<file path="src/rtl/mips_pkg.sv">
// Shared types for the MEM/WB slice of the five-stage MIPS core.
// State encoding and the bundle handed from MEM to write-back.
package mips_pkg;

    localparam int WORD_W = 32;
    localparam int REG_W  = 5;

    typedef enum logic [1:0] {
        IDLE = 2'b00,
        WAIT = 2'b01,
        DROP = 2'b10
    } mem_state_e;

    typedef struct packed {
        logic              RegWrite;
        logic              MemtoReg;
        logic [WORD_W-1:0] ReadData;
        logic [WORD_W-1:0] ALUResult;
        logic [REG_W-1:0]  WriteReg;
        logic              valid;
    } mem_wb_t;

endpackage

</file>
<file path="src/rtl/mem_wb_reg.sv">
// MEM/WB pipeline register; an all-zero bundle is a bubble.
// Asynchronous active-low reset clears it to a bubble.
module mem_wb_reg
    import mips_pkg::*;
(
    input  logic    clk,
    input  logic    rst_n,
    input  mem_wb_t wb_d,
    output mem_wb_t wb_q
);

    always_ff @(posedge clk or negedge rst_n) begin
        if (!rst_n) begin
            wb_q <= '0;
        end else begin
            wb_q <= wb_d;
        end
    end

endmodule

</file>
<file path="src/rtl/mem_wb_stage.sv">
// MEM stage: req/ack handshake to a variable-latency data memory,
// upstream stall, timeout/misalignment squash, and the MEM/WB register.
module mem_wb_stage
    import mips_pkg::*;
#(
    parameter int TIMEOUT = 16,
    parameter int CNT_W   = 5
) (
    input  logic              clk,
    input  logic              rst_n,
    input  logic              in_valid,
    input  logic              RegWriteIn,
    input  logic              MemtoRegIn,
    input  logic              MemWriteIn,
    input  logic [WORD_W-1:0] ALUResultIn,
    input  logic [REG_W-1:0]  WriteRegIn,
    input  logic [WORD_W-1:0] WriteDataIn,
    output logic              stall,
    output logic              mem_req,
    output logic              mem_we,
    output logic [WORD_W-1:0] mem_addr,
    output logic [WORD_W-1:0] mem_wdata,
    input  logic [WORD_W-1:0] mem_rdata,
    input  logic              mem_ack,
    input  logic              err_clr,
    output logic              RegWriteOut,
    output logic              MemtoRegOut,
    output logic [WORD_W-1:0] ReadDataOut,
    output logic [WORD_W-1:0] ALUResultOut,
    output logic [REG_W-1:0]  WriteRegOut,
    output logic              wb_valid,
    output logic              mem_err
);

    localparam logic [CNT_W-1:0] CNT_LAST = CNT_W'(TIMEOUT - 1);

    mem_state_e       state_q, state_d;
    logic [CNT_W-1:0] cnt_q, cnt_d;
    logic             err_q, err_d;
    mem_wb_t          wb_d, wb_q;

    logic mem_op;
    logic misal;
    logic done;
    logic timeout;

    assign mem_op = in_valid & (MemtoRegIn | MemWriteIn);
    assign misal  = mem_op & (ALUResultIn[1:0] != 2'b00);

    // Gated by rst_n so a request is withdrawn the moment reset lands.
    assign mem_req   = rst_n & mem_op & ~misal & (state_q != DROP);
    assign stall     = mem_req & ~mem_ack;
    assign done      = mem_req & mem_ack;
    assign mem_we    = MemWriteIn;
    assign mem_addr  = ALUResultIn;
    assign mem_wdata = WriteDataIn;

    assign timeout = (state_q == WAIT) & ~done & (cnt_q == CNT_LAST);

    always_comb begin
        state_d = state_q;
        cnt_d   = cnt_q;
        unique case (state_q)
            IDLE: begin
                if (stall) begin
                    state_d = WAIT;
                    cnt_d   = CNT_W'(1);
                end
            end
            WAIT: begin
                if (done) begin
                    state_d = IDLE;
                    cnt_d   = '0;
                end else if (cnt_q == CNT_LAST) begin
                    state_d = DROP;
                    cnt_d   = '0;
                end else begin
                    cnt_d = cnt_q + CNT_W'(1);
                end
            end
            DROP: begin
                state_d = IDLE;
                cnt_d   = '0;
            end
            default: begin
                state_d = IDLE;
                cnt_d   = '0;
            end
        endcase
    end

    always_comb begin
        err_d = err_q;
        if (misal | timeout) begin
            err_d = 1'b1;
        end else if (err_clr) begin
            err_d = 1'b0;
        end
    end

    always_comb begin
        wb_d = '0;
        if (in_valid & ~mem_op) begin
            wb_d.RegWrite  = RegWriteIn;
            wb_d.MemtoReg  = MemtoRegIn;
            wb_d.ALUResult = ALUResultIn;
            wb_d.WriteReg  = WriteRegIn;
            wb_d.valid     = 1'b1;
        end else if (done) begin
            wb_d.RegWrite  = RegWriteIn;
            wb_d.MemtoReg  = MemtoRegIn;
            wb_d.ALUResult = ALUResultIn;
            wb_d.WriteReg  = WriteRegIn;
            wb_d.valid     = 1'b1;
            if (MemtoRegIn & ~MemWriteIn) begin
                wb_d.ReadData = mem_rdata;
            end
        end
    end

    always_ff @(posedge clk or negedge rst_n) begin
        if (!rst_n) begin
            state_q <= IDLE;
            cnt_q   <= '0;
            err_q   <= 1'b0;
        end else begin
            state_q <= state_d;
            cnt_q   <= cnt_d;
            err_q   <= err_d;
        end
    end

    mem_wb_reg u_reg (
        .clk  (clk),
        .rst_n(rst_n),
        .wb_d (wb_d),
        .wb_q (wb_q)
    );

    assign RegWriteOut  = wb_q.RegWrite;
    assign MemtoRegOut  = wb_q.MemtoReg;
    assign ReadDataOut  = wb_q.ReadData;
    assign ALUResultOut = wb_q.ALUResult;
    assign WriteRegOut  = wb_q.WriteReg;
    assign wb_valid     = wb_q.valid;
    assign mem_err      = err_q;

endmodule

</file>
<file path="config.mk">
export PLATFORM = sky130hd
export DESIGN_NAME = mem_wb_stage
export DESIGN_NICKNAME = d
export VERILOG_FILES = /design/src/rtl/mips_pkg.sv /design/src/rtl/mem_wb_reg.sv /design/src/rtl/mem_wb_stage.sv
export SDC_FILE = /design/constraint.sdc
export NUM_CORES = 1
export LEC_CHECK = 0
export ABC_AREA = 1
export BUFFER_PORTS_ARGS = -buffer_cell sky130_fd_sc_hd__buf_2
export CAP_MARGIN = 10
export CORE_AREA = 2 2 98 100
export CTS_BUF_LIST = sky130_fd_sc_hd__clkbuf_8
export DETAILED_ROUTE_END_ITERATION = 8
export DIE_AREA = 0 0 100 102
export PLACE_DENSITY = 0.78
export SLEW_MARGIN = 20
export SYNTH_ARGS = -nofsm -noshare
export SYNTH_HDL_FRONTEND = slang
export SYNTH_SLANG_ARGS = --single-unit
export TNS_END_PERCENT = 30
</file>
<file path="constraint.sdc">
create_clock -name clk -period 2.7 [get_ports clk]
set_input_delay 0.135 -clock clk [delete_from_list [all_inputs] [get_ports clk]]
set_output_delay 0.135 -clock clk [all_outputs]
set_load 0.02 [all_outputs]
</file>
==> metrics.csv, run 1 <==
metric,value,unit
number_of_failing_setup_endpoints_in_the_final_timing_report,0,
max_clock_freq,524,MHz
clock_buffer_count_from_cts,9,
timing.final.crit_share,0.707,
yosysMostFrequentCell,sky130_fd_sc_hd__inv_1,
run_status,completed,
synthesis.area_per_instance,10.2,sq um
post_synth_instance_area,3700,sq um
routed_wl,8540,um
nFillCells,815,
dr_total_vias,2661,
floorplan.die.width,100,um
cpMostUsedCell,sky130_fd_sc_hd__buf_4,
critPathKind,input port to register,
yosys-top-cells-area,"sky130_fd_sc_hd__dfrtp_1 (54%), sky130_fd_sc_hd__buf_4 (13%), sky130_fd_sc_hd__nor2_4 (9.4%), sky130_fd_sc_hd__inv_1 (8.5%), sky130_fd_sc_hd__nor3_1 (4.5%)",
compound_cell_area_share_of_the_yosys_netlist,0.00135,
cap_viol_max_count,0,
clock_skew,7.54,ps
clk_pin_slew_worst_paths,90,ps
synth-simple-area-share,0.208,
finalHoldWorstSlack,19.3,ps
timing.critical_path.slowest_cell_delay,580,ps
gp_congestion,0.869,
placement_rows,35,
ys_async_sr_fraction,1.00,
critPathArrivalTime,2130,ps
totalNegativeSetupSlack,0,ps
layout-drive-gt1-share,0.469,
hold_viol_final,0,
cp-end-kind,register,
drt-pass1-iter-count,4,
flow.area_growth_from_synthesis,25.6,%
vias_in_the_first_global_route,2686,
dominantRegCellSynth,sky130_fd_sc_hd__dfrtp_1,
synthesized_nets,472,
cts_num_sinks,80,
grt_remaining_overflow,0,
num-nets-final,616,
required,2920,ps
routed-wl-met3,896,um
worst_case_clock_buffer_depth,2,
crit_path_start_kind,input port,
antenna_cells,0,
rsz0062_at_grt,no,
synth.yosys.seq_area_share,0.542,
initial_core_util,0.406,
cp_cell_sequence,dlygate4sd3_1 > buf_4 > nand2_1 > nor2_4 > nand3_4 > nand2_4 > inv_4 > buf_4 > nor2_1,
clock_latency,340,ps
largest_net_degree_at_the_start_of_global_routing,43,
area_of_the_core_region,9110,sq um
relSlewSlack,0.311,
synth_top_family_by_area,buffers and inverters,
detailedPlacementHpwl,6530,um
post_synth_fa_ha_maj_area_fraction,0.00339,
crit_family,buffers and inverters,
synth_cells,362,
post-route-worst-setup-slack,792,ps
boundaryPins,249,
drt.antenna.violating_nets,0,
port_buffers,184,
leakagePower,0.00284,uW
synthMuxAreaShare,0,
dieArea,10200,sq um
worstPathMaxFanout,41,
route.detailed.wl_per_inst,13.7,um
route.detailed.drc,0,
dp_slack,812,ps
xor_and_xnor_area_share_after_synthesis,0,
floorplan.die.height,102,um
min_delay_path_class,input port to register,
synthesis.yosys.warnings,0,
multiInputGateArea,786,sq um
cts_tree,yes,
wirelength_met1,2930,um
detailedRoute.firstIterationViolations,112,
grt_antenna_before_repair,0,
yosys_register_bits,80,
post-route-min-period,1910,ps
synthDominantCellAreaShare,0.542,
cts_max_level,3,
pwr_density_cell,581,nW/um^2
max-vdd-ir-drop,306,uV
yosysTopAreaCell,sky130_fd_sc_hd__dfrtp_1,
critPathBufInv,4,
timing_worst_slew_pin_value,1030,ps
finalMaxSlewViolations,0,
area.sequential,2000,sq um
grt_first_pass_wirelength,12500,um
grt_util_all_layers,0.161,
crit_slowest_cell,sky130_fd_sc_hd__dlygate4sd3_1,
route.met2.wl,4590,um
post_synth_most_frequent_cells,"sky130_fd_sc_hd__inv_1 (84), sky130_fd_sc_hd__dfrtp_1 (80), sky130_fd_sc_hd__buf_4 (65)",
synth_edf_count,0,
vias_per_cell,4.29,
clock-root-buffer,sky130_fd_sc_hd__clkbuf_8,
synth.lib_cells_used.distinct,19,
cts.repair.resized,0,
highest_layer,met4,
[through the flow]
stage               cell area (sq um)   util  power, uW  instances
floorplan                        3700      -       1680        362
global placement                 4210  0.463       1730        585
detailed placement               4210  0.463       1740        585
CTS                              4630  0.509       2730        620
global route                     4640  0.510       2850        621
finish                           4640  0.510       2700        621
[power by group]
part / leakage, uW / switching [uW] / internal, uW
logic: 0.00164 / 276 / 170
registers: 0.00110 / 41.7 / 1250
clock network: 0.000108 / 416 / 541
total: 0.00284 / 733 / 1960
[flip-flops by register name (all words and copies together), names as in the netlist]
signal and flops:
state_q 2, mem_err 1, cnt_q 5, u_reg.wb_q 72
[kinds of logic (layout without fill, tap and decap cells)]
family	after synthesis	in the layout
buffers and inverters	161	309
flip-flops	80	80
AND/OR/NAND/NOR	119	119
adder cells (fa/ha/maj)	1	1
AO/OA/AOI/OAI	1	1
[final timing paths]
path	from	endpoint	slack, ps	cells after the start
min reg2reg	mem_err	mem_err	500	2
min	ALUResultIn[31]	u_reg.wb_q[37]	20	3
max in group asynchronous	rst_n	u_reg.wb_q[56]	1300	4
max reg2reg	state_q[0]	u_reg.wb_q[71]	830	7
min in group asynchronous	rst_n	u_reg.wb_q[11]	500	3
max	rst_n	u_reg.wb_q[71]	790	9
[repair_timing]
action | in CTS | in global routing
hold endpoints to repair | 60 | 1
setup buffers | 0 | 0
hold buffers | 20 | 1
[layout by cell type (no fill, tap or decap), types with 10 or more instances in the layout]
master / Yosys / layout
sky130_fd_sc_hd__nor2_1: 18 / 18
sky130_fd_sc_hd__inv_1: 84 / 84
sky130_fd_sc_hd__buf_2: 7 / 183
sky130_fd_sc_hd__dlygate4sd3_1: 0 / 21
sky130_fd_sc_hd__nand2_1: 18 / 18
sky130_fd_sc_hd__clkbuf_8: 0 / 10
sky130_fd_sc_hd__nor2_4: 31 / 31
sky130_fd_sc_hd__dfrtp_1: 80 / 80
sky130_fd_sc_hd__nand3_1: 13 / 13
sky130_fd_sc_hd__nor3_1: 33 / 33
[routing by layer]
| layer | track usage | vias to the layer above |
|---|---|---|
| met5 | 0 | - |
| met2 | 0.308 | 158 |
| met3 | 0.0643 | 8 |
| li1 | - | 1273 |
| met4 | 0.0580 | 0 |
| met1 | 0.155 | 1222 |
[area by class of cell]
class / instances / share of cell area
sequential: 80 / 0.431
clock inverter: 5 / 0.0175
timing repair buffer: 209 / 0.253
multi-input combinational: 121 / 0.169
inverter: 85 / 0.0693
clock buffer: 10 / 0.0296
tap: 111 / 0.0299
[tightest hold or removal path: cells and delay by family]
family,cells,cell delay [ps]
buf+inv,2,170
simple gates,1,30
Note: power is estimated with default switching activity, not from simulation.
==> inputs of run 2 (changes only) <==
- CORE_AREA: 2 2 98 100 -> default
- CORE_MARGIN: default -> 2
- CORE_UTILIZATION: default -> 43
- DIE_AREA: 0 0 100 102 -> default
- PLACE_DENSITY: 0.78 -> 0.82
- clock period: 2.7 -> 1.9 ns (I/O delays scaled with it)
==> run 2 against run 1 <==
Combinational power up 60%. First-iteration DRC count decreased by 24%. Clock power up 39%. Utilization rose by 10 points. Global-route usage increased by 4.1 points. Sequential share of layout area shrank 3.4 points. Critical path type is now input port to primary output. Critical endpoint is now stall.
==> metrics.csv, run 2 (synthesized netlist as in run 1, its figures left out) <==
metric,value,unit
clock_skew,12.4,ps
number_of_cells_traversed_by_the_worst_hold_path,3,
floorplan.die.width,96.7,um
clkPwrFrac,0.342,
run_status,completed,
grt_antenna_before_repair,0,
clock_latency,340,ps
utilization,0.610,
finalPower,3880,uW
largest_net_degree_at_the_start_of_global_routing,81,
clock_buffer_count_from_cts,9,
cpMostUsedCell,sky130_fd_sc_hd__buf_2,
worst_case_clock_buffer_depth,2,
critPathBufInv,4,
timing.final.crit_share,0.943,
area.sequential,2000,sq um
port_buffers,184,
drt-pass1-iter-count,4,
timing_worst_slew_pin_value,1060,ps
share_seq_of_total_power,0.474,
grt_remaining_overflow,0,
vias_per_cell,4.28,
crit_cells,8,
registers_with_the_most_flip_flops,"u_reg.wb_q (72), cnt_q (5), state_q (2)",
routed_wl,9550,um
vias_in_the_first_global_route,3009,
highest_layer,met4,
cp_cell_sequence,dlygate4sd3_1 > buf_2 > nor2_2 > nand2_1 > nor2_4 > nand3_1 > inv_1 > buf_2,
area_of_the_core_region,8260,sq um
clock-root-buffer,sky130_fd_sc_hd__clkbuf_8,
route.detailed.drc,0,
route.detailed.wl_per_inst,14.6,um
totalNegativeSetupSlack,0,ps
critPathArrivalTime,1700,ps
worstPathMaxFanout,6,
grt_first_pass_wirelength,15000,um
hold_viol_final,0,
intPower,2810,uW
mostFrequentLayoutCell,sky130_fd_sc_hd__buf_2,
largest_register_ffs,72,
finalMaxSlewViolations,0,
cp-end-kind,primary output,
drt.antenna.violating_nets,0,
cts_tree,yes,
crit_path_start_kind,input port,
timing.critical_path.slowest_cell_delay,530,ps
floorplan.die.height,96.7,um
leakagePower,0.00302,uW
pwr-share-comb,0.184,
largest_register,u_reg.wb_q,
layout.cells.most_common_list,"sky130_fd_sc_hd__buf_2 (183), sky130_fd_sc_hd__inv_1 (86), sky130_fd_sc_hd__dfrtp_1 (80)",
post-route-min-period,1790,ps
register_to_register_path_depth,7,
p_sw_frac,0.278,
number_of_failing_setup_endpoints_in_the_final_timing_report,0,
routed-wl-met3,812,um
grt_util_all_layers,0.202,
pwr_density_cell,772,nW/um^2
clk_pin_slew_worst_paths,80,ps
placement_rows,33,
min_delay_path_class,input port to register,
finalHoldWorstSlack,16.8,ps
rsz0062_at_grt,no,
crit_slowest_cell,sky130_fd_sc_hd__dlygate4sd3_1,
cts_num_sinks,80,
max_clock_freq,558,MHz
initial_core_util,0.448,
stdcell_count,655,
nFillCells,668,
layout-drive-gt1-share,0.435,
critPathKind,input port to primary output,
detailedRoute.firstIterationViolations,85,
dr_total_vias,2802,
switchingPower,1080,uW
required,1800,ps
detailedPlacementHpwl,6650,um
dieArea,9350,sq um
relSlewSlack,0.292,
boundaryPins,249,
flow.area_growth_from_synthesis,36.2,%
antenna_cells,0,
crit_family,buffers and inverters,
gp_congestion,0.821,
multiInputGateArea,786,sq um
cts_max_level,3,
num-nets-final,655,
cap_viol_max_count,0,
wirelength_met1,3240,um
dpl.cell_count,579,
route.met2.wl,5360,um
max-vdd-ir-drop,561,uV
## run 2: through the flow
step / instance area (sq um) / worst slack (ps)
finish: 5030 / 107
global route: 5030 / 10.7
CTS: 4980 / 116
detailed placement: 4210 / 399
global placement: 4210 / 477
floorplan: 3700 / 712
## run 2: repair_timing
action | CTS | global route
setup buffers | 0 | 0
endpoints found under the hold margin | 56 | 27
resized for setup | 0 | 0
endpoints found under the setup margin | 0 | 0
hold buffers | 56 | 3
## run 2: per-layer routing
metal	up-vias	GRT usage
met3	11	0.0592
met1	1287	0.200
met2	152	0.394
li1	1352	-
met4	0	0.0683
met5	-	0
## run 2: worst paths after layout
| kind | start | to | slack [ps] |
|---|---|---|---|
| worst max register to register | state_q[0] | u_reg.wb_q[71] | 380 |
| max in group asynchronous | rst_n | u_reg.wb_q[24] | 1000 |
| min in group asynchronous | rst_n | u_reg.wb_q[63] | 320 |
| worst min register to register | mem_err | mem_err | 500 |
| worst max-delay path | ALUResultIn[0] | stall | 110 |
| worst min-delay path | ALUResultIn[25] | u_reg.wb_q[31] | 20 |
## run 2: area by class of cell
cell class	instances	share of cell area
Sequential cell	80	0.398
Inverter	85	0.0639
Clock buffer	9	0.0246
Tap cell	105	0.0261
Timing Repair Buffer	248	0.315
Multi-Input combinational cell	121	0.156
Clock inverter	7	0.0171
## run 2: power groups by stage
stage	combinational (uW)	sequential, uW	clock, uW
finish	715	1840	1330
global placement	588	1870	0
global route	786	1850	1470
CTS	702	1840	1380
floorplan	481	1900	0
detailed placement	612	1870	0
## run 2: worst reg2reg max path, delay by kind of cell (launching register included)
family        cells  cell delay (ps)
buf+inv           2              470
simple gates      5              540
flops             1              400
